$ cat config.mk
export PLATFORM = sky130hd
export DESIGN_NAME = regfile_wb_demux_4x32
export DESIGN_NICKNAME = d
export VERILOG_FILES = /design/src/rtl/regfile_wb_demux_4x32_pkg.sv /design/src/rtl/regfile_wb_demux_4x32_wb_fifo_2.sv /design/src/rtl/regfile_wb_demux_4x32.sv
export SDC_FILE = /design/constraint.sdc
export NUM_CORES = 1
export LEC_CHECK = 0
export ABC_AREA = 1
export CAP_MARGIN = 20
export CORE_UTILIZATION = 25
export CTS_CLUSTER_SIZE = 8
export DETAILED_ROUTE_END_ITERATION = 7
export SYNTH_ARGS = -nofsm -noshare
export SYNTH_HDL_FRONTEND = slang
export SYNTH_HIERARCHICAL = 1
export SYNTH_SLANG_ARGS = --single-unit
$ cat constraint.sdc
create_clock -name clk -period 5.4 [get_ports clk]
set_clock_uncertainty 0.05 [all_clocks]
set_input_delay 1.08 -clock clk [delete_from_list [all_inputs] [get_ports clk]]
set_output_delay 1.08 -clock clk [all_outputs]
set_load 0.01 [all_outputs]
$ cat src/rtl/regfile_wb_demux_4x32_pkg.sv
// Shared definitions for the operand register bank: data width, register
// select encodings and the write-back entry carried through the FIFO.
package regfile_wb_demux_4x32_pkg;

  localparam int DATA_W = 32;

  // Destination encodings; the operand selector decodes the same values.
  localparam logic [1:0] SEL_R0 = 2'b00;
  localparam logic [1:0] SEL_R1 = 2'b01;
  localparam logic [1:0] SEL_R2 = 2'b10;
  localparam logic [1:0] SEL_R3 = 2'b11;

  typedef struct packed {
    logic [1:0]        sel;
    logic [DATA_W-1:0] data;
  } wb_entry_t;

  // One-hot strobe for a destination select.
  function automatic logic [3:0] sel_onehot(input logic [1:0] sel);
    logic [3:0] oh;
    oh      = 4'b0000;
    oh[sel] = 1'b1;
    return oh;
  endfunction

endpackage

$ cat src/rtl/regfile_wb_demux_4x32_wb_fifo_2.sv
// Two-entry synchronous FIFO of pending write-backs. The 1-bit pointers wrap
// modulo 2; a separate count keeps full and empty unambiguous.
module wb_fifo_2
  import regfile_wb_demux_4x32_pkg::*;
(
  input  logic      clk,
  input  logic      rst_n,
  input  logic      push,
  input  wb_entry_t push_data,
  input  logic      pop,
  output wb_entry_t head,
  output logic [1:0] count,
  output logic      full,
  output logic      empty
);

  wb_entry_t [1:0] mem_q, mem_d;
  logic            wr_ptr_q, wr_ptr_d;
  logic            rd_ptr_q, rd_ptr_d;
  logic [1:0]      count_q, count_d;
  logic            do_push, do_pop;

  assign full    = (count_q == 2'd2);
  assign empty   = (count_q == 2'd0);
  assign count   = count_q;
  assign head    = mem_q[rd_ptr_q];
  // Guard internally so a stray request can never over/underflow.
  assign do_push = push && !full;
  assign do_pop  = pop && !empty;

  // Next-state: write at tail, advance pointers, track occupancy.
  always_comb begin
    mem_d    = mem_q;
    wr_ptr_d = wr_ptr_q;
    rd_ptr_d = rd_ptr_q;
    count_d  = count_q;
    if (do_push) begin
      mem_d[wr_ptr_q] = push_data;
      wr_ptr_d        = ~wr_ptr_q;
    end
    if (do_pop) rd_ptr_d = ~rd_ptr_q;
    case ({do_push, do_pop})
      2'b10:   count_d = count_q + 2'd1;
      2'b01:   count_d = count_q - 2'd1;
      default: count_d = count_q;
    endcase
  end

  // State registers; reset discards any pending entries.
  always_ff @(posedge clk or negedge rst_n) begin
    if (!rst_n) begin
      mem_q    <= '0;
      wr_ptr_q <= 1'b0;
      rd_ptr_q <= 1'b0;
      count_q  <= 2'd0;
    end else begin
      mem_q    <= mem_d;
      wr_ptr_q <= wr_ptr_d;
      rd_ptr_q <= rd_ptr_d;
      count_q  <= count_d;
    end
  end

endmodule

$ cat src/rtl/regfile_wb_demux_4x32.sv
// Write-back distributor for the 4-register operand bank: queues incoming
// results, retires one per unstalled cycle into r0..r3 and strobes wr_en.
module regfile_wb_demux_4x32
  import regfile_wb_demux_4x32_pkg::*;
#(
  parameter int DATA_W = regfile_wb_demux_4x32_pkg::DATA_W,  // must match package width
  parameter int DEPTH  = 2                                   // only 2 is supported
) (
  input  logic              clk,
  input  logic              rst_n,
  input  logic              in_valid,
  output logic              in_ready,
  input  logic [DATA_W-1:0] in_data,
  input  logic [1:0]        in_select,
  input  logic              wb_stall,
  output logic [DATA_W-1:0] r0,
  output logic [DATA_W-1:0] r1,
  output logic [DATA_W-1:0] r2,
  output logic [DATA_W-1:0] r3,
  output logic [3:0]        wr_en,
  output logic [1:0]        fill_level
);

  wb_entry_t               push_entry, head;
  logic                    push, pop, full, empty;
  logic [1:0]              count;
  logic [3:0][DATA_W-1:0]  regs_q, regs_d;
  logic [3:0]              wr_en_q, wr_en_d;

  // Ready comes from the registered count only, never from a same-cycle pop.
  assign in_ready   = !full;
  assign push       = in_valid && in_ready;
  assign pop        = !empty && !wb_stall;
  assign push_entry = '{sel: in_select, data: in_data};

  wb_fifo_2 u_fifo (
    .clk       (clk),
    .rst_n     (rst_n),
    .push      (push),
    .push_data (push_entry),
    .pop       (pop),
    .head      (head),
    .count     (count),
    .full      (full),
    .empty     (empty)
  );

  // Retire decode: the head entry updates exactly one register.
  always_comb begin
    regs_d  = regs_q;
    wr_en_d = 4'b0000;
    if (pop) begin
      regs_d[head.sel] = head.data;
      wr_en_d          = sel_onehot(head.sel);
    end
  end

  // Register bank and registered write strobe.
  always_ff @(posedge clk or negedge rst_n) begin
    if (!rst_n) begin
      regs_q  <= '0;
      wr_en_q <= 4'b0000;
    end else begin
      regs_q  <= regs_d;
      wr_en_q <= wr_en_d;
    end
  end

  assign r0         = regs_q[SEL_R0];
  assign r1         = regs_q[SEL_R1];
  assign r2         = regs_q[SEL_R2];
  assign r3         = regs_q[SEL_R3];
  assign wr_en      = wr_en_q;
  assign fill_level = count;

endmodule

======== Word level (Yosys, flattened, before mapping) ========
Index checks and enable logic that the tools add are counted.
Widths: inputs -> output; s select.
storage, ports and cells
  output and inout bits ................... 135
  word-level logic and storage cells ...... 47
  bits in registers ....................... 204
cells by class
  bitwise operators ....................... 2
  $lt $le $gt $ge ......................... 5
  equality and inequality tests ........... 3
  reductions and logical operators ........ 11
  $add $sub $neg .......................... 2
  muxes and demuxes ....................... 12
operators with widths
  cell                 number
  $bwmux 128           1
  $mux 34              3
  $bwmux 68            1
  $demux 32 s2         1
  $demux 34 s1         1
  $mux 32              1
  $logic_and 1x1->1    6
  $eq 2x2->1 const B   2
  $lt 1x2->1 const B   2
  $mux 4               1
  $pmux 2 s2           1
  $logic_not 1->1      3
  $lt 2x3->1 const B   1
  $add 2x1->2 const B  1
  $demux 1 s2          1
  $eq 2x1->1 const B   1
  $ge 2x1->1 const B   1
  $logic_not 2->1      1
  $not 1->1            2
  $reduce_bool 2->1    1
  $sub 2x1->2 const B  1
  $ge 1x1->1 const B   1
  $mux 1               1

======== Logic depth before layout (Yosys ltp) ========
  word-level depth ........................ 7
  depth in mapped cells ................... 14

======== Modules after synthesis ========
Netlist, hierarchy kept.
by module, submodules not included
  module                 area each (µm²)  cells an instance  instances
  regfile_wb_demux_4x32  5203.7           573                1
  wb_fifo_2              3474.6           441                1

======== Worst setup path after synthesis ========
OpenSTA, ideal clock, no wires.
  path type ............................... input -> register
  start point ............................. input port wb_stall
  end point ............................... register u_fifo.count_q[1], in the netlist u_fifo/count[1]
  path buffers ............................ 2
  path slack .............................. 3.051 ns
  cell stages on the path ................. 10
  arrival ................................. 2.182 ns
  cells stage by stage .................... nor2_4 -> buf_4 -> buf_2 -> nand2_1 -> inv_1 -> ha_1 -> inv_1 -> nand3_1 -> nand2_1 -> nand2_1
between the ends
  cells in the longest elaborated chain, start to end .. 5
  elaborated cells on any way between the ends .. 7
  those cells by class .................... eq/ne (2); mux (1); reduce/logical (4)
ends and longest elaborated chain
  what                                             RTL line                               source
  start, declared                                  regfile_wb_demux_4x32.sv:15            input logic wb_stall,
  $logic_not 1->1 (*)                              regfile_wb_demux_4x32.sv:33            assign pop = !empty && !wb_stall;
  $logic_and 1x1->1 (*)                            regfile_wb_demux_4x32.sv:33
  via pop                                          regfile_wb_demux_4x32.sv:25            logic push, pop, full, empty;
  $logic_and 1x1->1 (*)                            regfile_wb_demux_4x32_wb_fifo_2.sv:29  assign do_pop = pop && !empty;
  via u_fifo.do_pop                                regfile_wb_demux_4x32_wb_fifo_2.sv:21  logic do_push, do_pop;
  $eq 2x1->1 or $eq 2x2->1 (tied branches)         regfile_wb_demux_4x32_wb_fifo_2.sv:42  case ({do_push, do_pop})
  $pmux 2 s2 or $reduce_bool 2->1 (tied branches)  n/a
  end signal, assigned                             regfile_wb_demux_4x32_wb_fifo_2.sv:60  count_q <= count_d;
  end, declared                                    regfile_wb_demux_4x32_wb_fifo_2.sv:20  logic [1:0] count_q, count_d;
Mark *: on every way through the listed nets, which the timed path passes. The rest lies on a longest branch.
A chain may end at the register's enable or synchronous reset.

======== Worst setup path in the final report ========
  start point ............................. register u_fifo.count_q[0], in the netlist u_fifo/count[0]
  end point ............................... output port in_ready
between the ends
  cells in the longest elaborated chain, start to end .. 2
ends and longest elaborated chain
  what             RTL line                               source
  $eq 2x2->1       regfile_wb_demux_4x32_wb_fifo_2.sv:23  assign full = (count_q == 2'd2);
  via full         regfile_wb_demux_4x32.sv:25
  $logic_not 1->1  regfile_wb_demux_4x32.sv:31            assign in_ready = !full;
  end, declared    regfile_wb_demux_4x32.sv:12            output logic in_ready,
The timed path passes the listed nets, and every way through them passes these cells.

==> impl_metrics.tcl <==
set metrics [dict create \
    avgSynthCellArea_um2 8.56 \
    p_comb_share_pct 43.1 \
    vias_per_cell 4.50 \
    cts_tree "yes" \
    p_leak_nw 5.77 \
    crit_required_ns 4.27 \
    final_common_cell "nand2_1" \
    arrival_ns 2.46 \
    yosysSeqAreaShare_pct 58.8 \
    hp-start "r3[22]" \
    cp_max_fo 72 \
    grt_max_degree 104 \
    syn_to_final_growth_pct 31.7 \
    period_share_pct 66.5 \
    seqPwrFrac_pct 35.3 \
    numCtsBuffers 29 \
    drt_wl_total_um 26300 \
    hold_viol 0 \
    ir_drop_mv 0.248 \
    netlist_instances 1014 \
    synth_cell_types 18 \
    grt.overflow.total 0 \
    dieArea_um2 35500 \
    hold_slack_ns 0.414 \
    dpl.hpwl_um 17300 \
    clock-root-buffer "clkbuf_16" \
    synth_warnings 6 \
    ff2ff_path_depth 9 \
    final_cell_mix "507 x nand2_1, 204 x dfrtp_1, 171 x clkdlybuf4s50_1" \
    path_class "reg -> out" \
    grt_pass1_wl_um 41800 \
    clk_pin_slew_worst_paths_ns 0.05 \
    finalCoreUtilization_pct 33.7 \
    antenna_found_initial 8 \
    worst_setup_path_start_kind "flop" \
    num_rows 67 \
    die_y_um 188 \
    drtIter0Drc 461 \
    worstMarginPinSlew_ns 0.945 \
    syn_area_um2 8680 \
    synth_nets 1053 \
    portBuffers 172 \
    grt_usage_pct 14.9 \
    drive_above_1_share_pct 5.29 \
    worstHoldPathCells 2 \
    clk_latency_ns 0.53 \
    clkSinkCount 204 \
    end_kind "primary output" \
    start_util_pct 25.6 \
    post-route-min-period_ns 3.59 \
    status "complete, no violations" \
    pin_count 173 \
    drcViolationCount 0 \
    num_vias 7229 \
    slew_viol_final 0 \
    tns_ns 0 \
    power_switching_mw 3.00 \
    rsz0062_at_grt "false" \
    ctsLongestPathBuffers 3 \
    p_per_area_nw_per_um2 640 \
    wl_per_cell_um 16.4 \
    ys_ff_latch 204 \
    coreArea_um2 33900 \
    pwr-share-clk_pct 21.7 \
    ant_nets 0 \
    gp_congestion 0.755 \
    fmax_mhz 279 \
    power_switching_share_pct 41.1 \
    seq_area_um2 5100 \
    hold_path_class "reg -> reg" \
    relSlewSlack_pct 37.0 \
    ctsHoldBuffers 0 \
    setup_violations 0 \
    fillers 3542 \
    dieWidth_um 188 \
    nNetsFinal 1191 \
    htreeDepth 1 \
    rrSetupSlack_ns 2.07 \
    firstDrtPassIters 5 \
    cts_post_setup_buffers_inserted 0 \
    multi_input_area_um2 3120 \
    first_global_vias 7216 \
    maxCapViolations 0 \
    intPower_mw 4.31 \
    cts-resized-gates 0 \
    hold_path_end "r3[22]" \
    reg2reg_to "r2[1]" \
    r2r-start "u_fifo/rd_ptr_q" \
]
==> sequential cells by signal, indices dropped and copies added, names as in the netlist <==
signal and flops:
r0 32, r1 32, r2 32, r3 32, u_fifo/count 2, u_fifo/mem_q 68, u_fifo/rd_ptr_q 1, u_fifo/wr_ptr_q 1
wr_en 4
==> worst max-delay path by stage <==
stage,startpoint,to,cells after the start
2_1_floorplan,wb_stall,u_fifo/count[1],10
3_3_place_gp,u_fifo/rd_ptr_q,r2[2],9
3_5_place_dp,u_fifo/rd_ptr_q,r2[12],9
4_1_cts,u_fifo/count[0],in_ready,5
5_1_grt,u_fifo/count[0],in_ready,5
6_report,u_fifo/count[0],in_ready,5
==> synthesized netlist by cell type (all sizes together) <==
library cell | instances | share of area, %
nor2 | 5 | 0.50
dfrtp | 204 | 59
nand3 | 132 | 7.9
clkbuf | 10 | 0.43
ha | 1 | 0.14
xnor2 | 1 | 0.10
nand2 | 511 | 22
buf | 63 | 4.1
nand4 | 69 | 5.0
inv | 18 | 0.78
==> metal layers <==
layer  share of wire [%]  track usage, %
met2                  44            22.7
met3                 6.8            4.00
met5                0.23               0
met4                 1.6            3.32
met1                  47            21.0
==> cell families (layout without fill, tap and decap cells) <==
group / after synthesis / in the layout / share of synthesized area [%]
XOR/XNOR: 1 / 1 / 0.101
adder cells (fa/ha/maj): 1 / 1 / 0.144
buffers and inverters: 91 / 230 / 5.28
flip-flops: 204 / 204 / 58.8
other: 0 / 4 / 0
AND/OR/NAND/NOR: 717 / 717 / 35.7
==> power by group through the flow <==
stage	Clock [mW]	Sequential, mW	Combinational [mW]
final	1.59	2.58	3.15
after global routing	1.68	2.65	3.51
after CTS	1.63	2.58	3.21
after detailed placement	0	2.60	3.20
after global placement	0	2.60	3.14
after floorplan	0	2.66	1.66
==> worst max-delay path, stage by stage, from the launching register on <==
cell             delay [ns]
dfrtp_1                0.42
inv_2                  0.08
nand2_4                0.56
inv_1                  0.20
inv_1                  0.09
clkdlybuf4s50_1        0.55
==> stage by stage <==
step | std cells | power, mW | cell area [um2] | setup slack (ns)
after floorplan | 1014 | 4.32 | 8680 | 3.05
after detailed placement | 1569 | 5.80 | 10700 | 2.03
after CTS | 1601 | 7.42 | 11400 | 1.79
after global routing | 1601 | 7.85 | 11400 | 1.63
after global placement | 1569 | 5.74 | 10700 | 2.11
final | 1605 | 7.31 | 11400 | 1.81
==> area by class of cell <==
cell class              count  share of cell area [%]
well taps                 448                    4.91
diodes                      4                  0.0876
clock buffers              31                    6.59
multi-input cells         719                    27.3
inverters                  18                   0.591
clock inverters             1                  0.0767
repair buffers            180                    15.7
flip-flops and latches    204                    44.7
Power figures use the tool's default switching activity.
